[src/rtl/mezclador_dac_pkg.sv]
// Shared fixed-point constants, FSM encoding and DAC code helper for the
// three-band mixer with serial DAC output.
package mezclador_dac_pkg;

  localparam int PKG_P       = 10;
  localparam int PKG_F       = 14;
  localparam int PKG_WIDTH   = PKG_P + PKG_F + 1;
  localparam int PKG_GW      = 16;
  localparam int FRAC_SHIFT  = 14;
  localparam int DAC_BITS    = 12;
  localparam int DAC_OFFSET  = 2048;
  localparam int FRAME_BITS  = 16;
  // Mix is clamped to -16384..16383 before scaling to a 12-bit offset code.
  localparam int DAC_CLAMP_W = DAC_BITS + 3;

  typedef enum logic [1:0] {
    ST_IDLE  = 2'd0,
    ST_MAC   = 2'd1,
    ST_SAT   = 2'd2,
    ST_SHIFT = 2'd3
  } state_t;

  // Arithmetic >>>3 then +2048; adding the offset modulo 2^12 maps -2048..2047 onto 0..4095.
  function automatic logic [DAC_BITS-1:0] dac_code(input logic [DAC_CLAMP_W-1:0] ys);
    return ys[DAC_CLAMP_W-1:3] + DAC_BITS'(DAC_OFFSET);
  endfunction

endpackage

[src/rtl/mezclador_dac_saturacion.sv]
// Signed saturating narrow: IN_W two's-complement value clamped into OUT_W bits.
module saturacion
  import mezclador_dac_pkg::*;
#(
  parameter int IN_W  = 43,
  parameter int OUT_W = 25
) (
  input  logic [IN_W-1:0]  d_i,
  output logic [OUT_W-1:0] q_o
);

  logic [IN_W-OUT_W:0] upper;
  logic                in_range;

  // In range exactly when every bit above the output sign bit matches it.
  always_comb begin
    upper    = d_i[IN_W-1:OUT_W-1];
    in_range = (&upper) | ~(|upper);
    if (in_range) begin
      q_o = d_i[OUT_W-1:0];
    end else if (d_i[IN_W-1]) begin
      q_o = {1'b1, {(OUT_W-1){1'b0}}};
    end else begin
      q_o = {1'b0, {(OUT_W-1){1'b1}}};
    end
  end

endmodule

[src/rtl/mezclador_dac.sv]
// Three-band gain mixer: one shared multiplier over three MAC cycles,
// saturation to Q10.14, then a 16-bit MSB-first frame to a serial DAC.
module mezclador_dac
  import mezclador_dac_pkg::*;
#(
  parameter int p     = PKG_P,
  parameter int f     = PKG_F,
  parameter int Width = p + f + 1,
  parameter int GW    = PKG_GW
) (
  input  logic             sclk,
  input  logic             rst,
  input  logic             enable,
  input  logic [Width-1:0] yk_HPBass,
  input  logic [Width-1:0] yk_HPMed,
  input  logic [Width-1:0] yk_HPHigh,
  input  logic [GW-1:0]    g_bass,
  input  logic [GW-1:0]    g_med,
  input  logic [GW-1:0]    g_high,
  output logic [Width-1:0] yk_mix,
  output logic             mix_valid,
  output logic             dac_cs_n,
  output logic             dac_din,
  output logic             busy,
  output logic             overrun,
  output logic [1:0]       dbg_state_o
);

  localparam int PROD_W = Width + GW;
  localparam int ACC_W  = PROD_W + 2;
  localparam int CNT_W  = $clog2(FRAME_BITS);

  // Handshake: enable is a single-cycle strobe with no ready; it is accepted only
  // in IDLE, otherwise dropped and recorded in overrun. mix_valid is a one-cycle
  // pulse qualifying yk_mix, which holds until the next pulse.

  state_t                  state_q, state_d;
  logic signed [Width-1:0] band_q [3];
  logic signed [GW-1:0]    gain_q [3];
  logic [1:0]              idx_q;
  logic signed [ACC_W-1:0] acc_q;
  logic [Width-1:0]        yk_mix_q;
  logic                    mix_valid_q;
  logic                    overrun_q;
  logic [FRAME_BITS-1:0]   sr_q;
  logic [CNT_W-1:0]        bit_cnt_q;

  logic signed [Width-1:0]  band_sel;
  logic signed [GW-1:0]     gain_sel;
  logic signed [PROD_W-1:0] prod;
  logic signed [ACC_W-1:0]  acc_sum;
  logic signed [ACC_W-1:0]  acc_scaled;
  logic [Width-1:0]         mix_sat;
  logic [DAC_CLAMP_W-1:0]   ys;
  logic [FRAME_BITS-1:0]    frame;

  always_comb begin
    state_d = state_q;
    unique case (state_q)
      ST_IDLE:  if (enable) state_d = ST_MAC;
      ST_MAC:   if (idx_q == 2'd2) state_d = ST_SAT;
      ST_SAT:   state_d = ST_SHIFT;
      ST_SHIFT: if (bit_cnt_q == CNT_W'(FRAME_BITS - 1)) state_d = ST_IDLE;
      default:  state_d = ST_IDLE;
    endcase
  end

  always_ff @(posedge sclk) begin
    if (rst) begin
      state_q <= ST_IDLE;
    end else begin
      state_q <= state_d;
    end
  end

  always_comb begin
    band_sel = band_q[0];
    gain_sel = gain_q[0];
    case (idx_q)
      2'd1: begin
        band_sel = band_q[1];
        gain_sel = gain_q[1];
      end
      2'd2: begin
        band_sel = band_q[2];
        gain_sel = gain_q[2];
      end
      default: ;
    endcase
    prod       = PROD_W'(band_sel) * PROD_W'(gain_sel);
    acc_sum    = acc_q + {{(ACC_W-PROD_W){prod[PROD_W-1]}}, prod};
    acc_scaled = acc_sum >>> FRAC_SHIFT;
    frame      = {{(FRAME_BITS-DAC_BITS){1'b0}}, dac_code(ys)};
  end

  // The last MAC cycle saturates the completed sum directly, so yk_mix and
  // mix_valid are both registered and appear together in the SAT cycle.
  saturacion #(.IN_W(ACC_W), .OUT_W(Width)) u_sat_mix (
    .d_i (acc_scaled),
    .q_o (mix_sat)
  );

  saturacion #(.IN_W(Width), .OUT_W(DAC_CLAMP_W)) u_sat_dac (
    .d_i (yk_mix_q),
    .q_o (ys)
  );

  always_ff @(posedge sclk) begin
    if (rst) begin
      for (int i = 0; i < 3; i++) begin
        band_q[i] <= '0;
        gain_q[i] <= '0;
      end
      idx_q       <= '0;
      acc_q       <= '0;
      yk_mix_q    <= '0;
      mix_valid_q <= 1'b0;
      overrun_q   <= 1'b0;
      sr_q        <= '0;
      bit_cnt_q   <= '0;
    end else begin
      mix_valid_q <= 1'b0;
      if (enable && (state_q != ST_IDLE)) overrun_q <= 1'b1;
      case (state_q)
        ST_IDLE: begin
          if (enable) begin
            band_q[0] <= yk_HPBass;
            band_q[1] <= yk_HPMed;
            band_q[2] <= yk_HPHigh;
            gain_q[0] <= g_bass;
            gain_q[1] <= g_med;
            gain_q[2] <= g_high;
            acc_q     <= '0;
            idx_q     <= '0;
          end
        end
        ST_MAC: begin
          acc_q <= acc_sum;
          idx_q <= idx_q + 2'd1;
          if (idx_q == 2'd2) begin
            yk_mix_q    <= mix_sat;
            mix_valid_q <= 1'b1;
          end
        end
        ST_SAT: begin
          sr_q      <= frame;
          bit_cnt_q <= '0;
        end
        ST_SHIFT: begin
          sr_q      <= {sr_q[FRAME_BITS-2:0], 1'b0};
          bit_cnt_q <= bit_cnt_q + CNT_W'(1);
        end
        default: ;
      endcase
    end
  end

  assign yk_mix      = yk_mix_q;
  assign mix_valid   = mix_valid_q;
  assign overrun     = overrun_q;
  assign busy        = (state_q != ST_IDLE);
  assign dac_cs_n    = (state_q != ST_SHIFT);
  assign dac_din     = (state_q == ST_SHIFT) & sr_q[FRAME_BITS-1];
  assign dbg_state_o = state_q;

endmodule

[config.mk]
export PLATFORM = sky130hd
export DESIGN_NAME = mezclador_dac
export DESIGN_NICKNAME = d
export VERILOG_FILES = /design/src/rtl/mezclador_dac_pkg.sv /design/src/rtl/mezclador_dac_saturacion.sv /design/src/rtl/mezclador_dac.sv
export SDC_FILE = /design/constraint.sdc
export NUM_CORES = 2
export LEC_CHECK = 0
export CAP_MARGIN = 20
export CELL_PAD_IN_SITES_DETAIL_PLACEMENT = 0
export CELL_PAD_IN_SITES_GLOBAL_PLACEMENT = 2
export CORE_MARGIN = 3
export CORE_UTILIZATION = 35
export CTS_BUF_LIST = sky130_fd_sc_hd__clkbuf_4 sky130_fd_sc_hd__clkbuf_8 sky130_fd_sc_hd__clkbuf_16
export DETAILED_ROUTE_END_ITERATION = 10
export PLACE_DENSITY_LB_ADDON = 0.1
export SLEW_MARGIN = 10
export SYNTH_ARGS = -nofsm -noshare
export SYNTH_HDL_FRONTEND = slang
export SYNTH_HIERARCHICAL = 1
export SYNTH_SLANG_ARGS = --single-unit
export TNS_END_PERCENT = 5
[constraint.sdc]
create_clock -name sclk -period 10.6 [get_ports sclk]
set_input_delay 3.18 -clock sclk [delete_from_list [all_inputs] [get_ports sclk]]
set_output_delay 3.18 -clock sclk [all_outputs]
set_load 0.02 [all_outputs]
== Yosys cells after proc, flatten, opt, wreduce, memory -nomap -nowiden ==
Memory sizes are Yosys's and may differ from the RTL's.
Cells that the tools add are included.
Storage, ports and cells
  input bits: 126
  word-level logic and storage cells: 79
  memories: 2
  memory bits (writable): 123
  output and inout port bits: 32
  bits in registers: 94
Cells by class
  $add $sub $neg: 4
  equality and inequality tests: 10
  $mul: 1
  reductions and logical operators: 13
  multiplexer cells: 29
  bitwise operators: 12
Memories
  band_q: words 3, bits a word 25, read ports 3, clocked after Yosys merged registers in 0, wr ports 3, RTL line mezclador_dac.sv:38  | logic signed [Width-1:0] band_q [3];
  gain_q: words 3, bits a word 16, read ports 3, clocked after Yosys merged registers in 0, wr ports 3, RTL line mezclador_dac.sv:39  | logic signed [GW-1:0] gain_q [3];
Operators with widths (count)
  $mux 25: 5
  $pmux 43 s2: 1
  $pmux 16 s2: 2
  $pmux 25 s2: 1
  $mux 16: 3
  $add 43x43->43: 1
  $mux 43: 1
  $mul 25x16->41: 1
  $mux 15: 2
  $add 12x12->12 const B: 1
  $reduce_and 11->1: 1
  $reduce_or 11->1: 1
  $mux 2: 4
  $ne 2x2->1 const B: 4
  $or 1x1->1: 8
  $pmux 2 s4: 1
  $pmux 4 s2: 1
  $mux 1: 7
  $eq 2x2->1 const B: 3
  $reduce_bool 2->1: 3
  $reduce_and 5->1: 1
  $reduce_or 5->1: 1
  $add 4x1->4 const B: 1
  $eq 2x1->1 const B: 2
  10 further kinds: 13

== Logic depth before layout (Yosys ltp) ==
  word-level depth: 8
  mapped depth: 49
  mapped depth without buffers: 46

== Cells and area by module ==
Netlist, hierarchy kept.
Modules (own cells, without submodules)
  mezclador_dac: instances 1, area each 24923.9 µm², seq. area each 5575.3 µm², cells each 2732
  saturacion at u_sat_mix: instances 1, area each 367.9 µm², seq. area each 0.0 µm², cells each 44
  saturacion at u_sat_dac: instances 1, area each 221.5 µm², seq. area each 0.0 µm², cells each 42

== Worst setup path before layout ==
Ideal clock, no wire load.
  kind: reg2reg
  start point: register idx_q[0]
  end point: register yk_mix_q[20] (netlist: yk_mix[20])
  clock period less this slack: 11.390 ns
  setup time: 0.071 ns
  slack: -0.790 ns
  path buffers: 4
  required time: 10.529 ns
  arrival time: 11.319 ns
  stages on the path, launching flop included: 48
  cells stage by stage: dfxtp_1 inv_1 ha_1 clkbuf_1 clkbuf_1 buf_1 a22oi_1 o21ai_1 nand2_1 fa_1 inv_1 fa_1 inv_1 fa_1 inv_1 fa_1 fa_1 inv_1 [12 not listed] xor2_1 ha_1 nor2b_1 o21ai_0 nand2b_1 a21oi_1 nand3_1 o21ai_0 xor2_1 xnor2_1 nor4_1 nand4_1 nor4_4 a311oi_2 buf_6 a21o_1 nand2_1 a21oi_1
Between the ends
  word-level cells in the longest chain between the ends: 8
  elaborated cells between the ends (all ways): 13
  classes of those cells: add/sub: 1; mul: 1; eq/ne: 2; mux: 4; bitwise: 2; reduce/logical: 3
Ends and longest elaborated chain
  start, declared: RTL line mezclador_dac.sv:40  | logic [1:0] idx_q;
  start signal, assigned: RTL line mezclador_dac.sv:139  | idx_q <= idx_q + 2'd1;
  $eq 2x2->1 or $eq 2x1->1 (tied branches): RTL line mezclador_dac.sv:79  | case (idx_q)
  $pmux 25 s2 or $pmux 16 s2 (tied branches): RTL line mezclador_dac.sv:79
  $mul 25x16->41 *: RTL line mezclador_dac.sv:90  | prod = PROD_W'(band_sel) * PROD_W'(gain_sel);
  $add 43x43->43 *: RTL line mezclador_dac.sv:91  | acc_sum = acc_q + {{(ACC_W-PROD_W){prod[PROD_W-1]}}, prod};
  net acc_sum[42]: RTL line mezclador_dac.sv:51  | logic signed [ACC_W-1:0] acc_sum;
  $reduce_or 5->1: RTL line mezclador_dac_saturacion.sv:18  | in_range = (&upper) | ~(|upper);
  $not 1->1: RTL line mezclador_dac_saturacion.sv:18
  $or 1x1->1: RTL line mezclador_dac_saturacion.sv:18
  $mux 25 *: RTL line mezclador_dac_saturacion.sv:19  | if (in_range) begin
  net mix_sat[20]: RTL line mezclador_dac.sv:53  | logic [Width-1:0] mix_sat;
  end signal, assigned: RTL line mezclador_dac.sv:141  | yk_mix_q <= mix_sat;
  end, declared: RTL line mezclador_dac.sv:42  | logic [Width-1:0] yk_mix_q;
The timed path passes the listed nets; every way through them passes the cells marked *.
A chain may end at the register's enable or synchronous reset.

== Final worst setup path ==
  start point: register idx_q[0]
  end point: register yk_mix_q[21] (netlist: yk_mix[21])
Between the ends
  word-level cells in the longest chain between the ends: 8
  elaborated cells between the ends (all ways): 13
  classes of those cells: add/sub: 1; mul: 1; eq/ne: 2; mux: 4; bitwise: 2; reduce/logical: 3
Ends and longest elaborated chain (RTL line)
  $eq 2x2->1 or $eq 2x1->1 (tied branches): mezclador_dac.sv:79
  $pmux 25 s2 or $pmux 16 s2 (tied branches): mezclador_dac.sv:79
  $mul 25x16->41 *: mezclador_dac.sv:90
  $add 43x43->43 *: mezclador_dac.sv:91
  $reduce_or 5->1: mezclador_dac_saturacion.sv:18
  $not 1->1: mezclador_dac_saturacion.sv:18
  $or 1x1->1: mezclador_dac_saturacion.sv:18
  $mux 25 *: mezclador_dac_saturacion.sv:19
  net mix_sat[21]: mezclador_dac.sv:53
Marks and branches as above.

==> run summary <==
Status = finished, final reports clean
Fmax achieved = 98.1 MHz
CTS tree = built
Path depth of the worst reg2reg path = 49
Grt total ovfl = 0
Hold WS = 0.478 ns
Ant diodes = 0
Crit path launch type = register
Max transition margin = 0.307
Final worst path period need = 10.19 ns
Clk_lat worst skew = 0.61 ns
Slew @ Worst Pin = 1.04 ns
Clock slew at reported path FFs = 0.06 ns
First-pass GRT wire length = 131000 um
Vias in the first global route = 21900
Drt wl/cell = 20.8 um
Initial antenna violation count = 2
GRT Total Usage = 0.227
Total Wirelength = 85300 um
Kind of critical path = reg -> reg
Die X = 276 um
Sink Count = 217
CTS Hold Bufs = 0
CP max stage delay = 0.57 ns
Critical Path Fanout Max = 18
Critical Path RT = 11.14 ns
Input/output buffers = 157
DRC viols = 0
# setup viols final = 0
FP Rows = 98
Gpl congestion = 0.898
Final ANT Viol Nets = 0
Layout Skew = 0.0505 ns
Largest net degree at the start of global routing = 90
Area of the multi-input gates = 0.0184 mm2
Core ar. = 0.0719 mm2
Util after Layout = 0.444
Hold endpoint = overrun$_SDFFE_PP0P_
FF/Latch Area = 0.00558 mm2
Max-cap violations = 0
CP dominant cell by count = buf_4
Layout cells sized above 1 = 0.147
RR Startpoint = idx_q[0]$_SDFFE_PP0P_
Ys Warns = 6
Via density = 4.96
1st-pass router iterations = 5
Reg-to-reg setup timing slack = 0.41 ns
Nets@finish = 3797
Max-slew violations = 0
Max Buffers Root-to-Sink = 3
Syn Area/Cell = 9.06 um2
Die ar. = 0.0761 mm2
CP Capture Type = register
Root Buffer = clkbuf_16
Die Ht = 276 um
HP Start = overrun$_SDFFE_PP0P_
Initial Utilization = 0.355
Number of fill cells = 7163
Initial DRC Count = 955
Num ports = 158
H-Tree Depth = 1
Syn Std Cell Area = 0.0255 mm2
Syn-to-layout area delta = 25.2%
Setup TNS = 0 ns
Crit path DAT = 10.73 ns
Post-Syn Nets = 3478
Hold Crit Class = reg -> reg
Mapped Cells = 2812
R2r endpoint = yk_mix[21]$_SDFFE_PP0P_
CTS buffer count = 28
Fin. Hold Viols = 0
Vias = 20300
Slowest cell on the critical path = fa_2
Hold Path Depth = 2
Period utilization = 0.961
Post-DP HPWL = 68400 um
worst max-delay path by stage:
stage	depth (start not counted)	slack, ns	endpoint	startpoint
after detailed placement	47	-0.15	yk_mix[23]$_SDFFE_PP0P_	idx_q[0]$_SDFFE_PP0P_
after global placement	47	-0.19	yk_mix[6]$_SDFFE_PP0P_	idx_q[0]$_SDFFE_PP0P_
after CTS	48	0.002	yk_mix[7]$_SDFFE_PP0P_	idx_q[0]$_SDFFE_PP0P_
final	49	0.41	yk_mix[21]$_SDFFE_PP0P_	idx_q[0]$_SDFFE_PP0P_
after global routing	50	-0.07	yk_mix[21]$_SDFFE_PP0P_	idx_q[0]$_SDFFE_PP0P_
after floorplan	47	0.17	yk_mix[20]$_SDFFE_PP0P_	idx_q[0]$_SDFFE_PP0P_
per-layer routing:
layer / wire length (um) / vias to the layer above / global-route usage
met1: 39700 / 10200 / 0.320
met4: 2210 / 4 / 0.0514
met2: 39600 / 452 / 0.372
li1: - / 9572 / -
met5: 32 / - / 0
met3: 3750 / 108 / 0.0296
critical path: cells and delay by family (launching register included):
| family | cells | cell delay [ns] |
|---|---|---|
| buffers and inverters | 17 | 2.28 |
| xor gates and xnor gates | 3 | 0.54 |
| and+or+nand+nor | 6 | 0.57 |
| AOI/OAI and AO/OA | 14 | 2.41 |
| adders and majority gates | 9 | 3.93 |
| DFF | 1 | 0.36 |
stage by stage:
step | setup slack [ns] | cells | area, um2
final | 0.409 | 4103 | 31900
after global routing | -0.0662 | 4103 | 31900
after CTS | 0.00231 | 4065 | 30900
after detailed placement | -0.145 | 3988 | 29500
after global placement | -0.189 | 3987 | 29400
after floorplan | 0.173 | 2812 | 25500
cells in the final DEF (no fill, tap or decap), types with 43 or more instances in the layout:
master           count
xnor2_1             57
a22oi_1             43
a21o_1              61
o21ai_0             50
and2_1             138
clkdlybuf4s50_1    156
ha_1               138
inv_1              482
fa_1               369
nor2_1             260
dfxtp_1             92
edfxtp_1           123
buf_4              186
nand2_1            360
a21oi_1            108
state kept, by name, indices dropped and copies added, names as in the netlist:
| name | flops |
|---|---|
| dbg_state_o | 2 |
| band_q | 75 |
| sr_q | 16 |
| acc_q | 43 |
| overrun | 1 |
| bit_cnt_q | 4 |
| yk_mix | 25 |
| gain_q | 48 |
| idx_q | 2 |
| mix_valid | 1 |
cell type report:
type | count | area share
timing repair buffer | 410 | 0.125
clock buffer | 33 | 0.0235
clock inverter | 19 | 0.00635
inverter | 482 | 0.0567
multi-input combinational | 1992 | 0.577
sequential | 217 | 0.175
tap | 950 | 0.0372
timing repair:
| item | CTS | global route |
|---|---|---|
| buffers inserted | 21 | 31 |
| gates resized for setup | 54 | 162 |
| cloned | 5 | 8 |
| pin swaps | 14 | 72 |
| setup endpoints to repair | 24 | 24 |
Power is left out: the tool's default activity adds up to more than one toggle a clock period on the data nets, which glitch-free logic cannot reach.
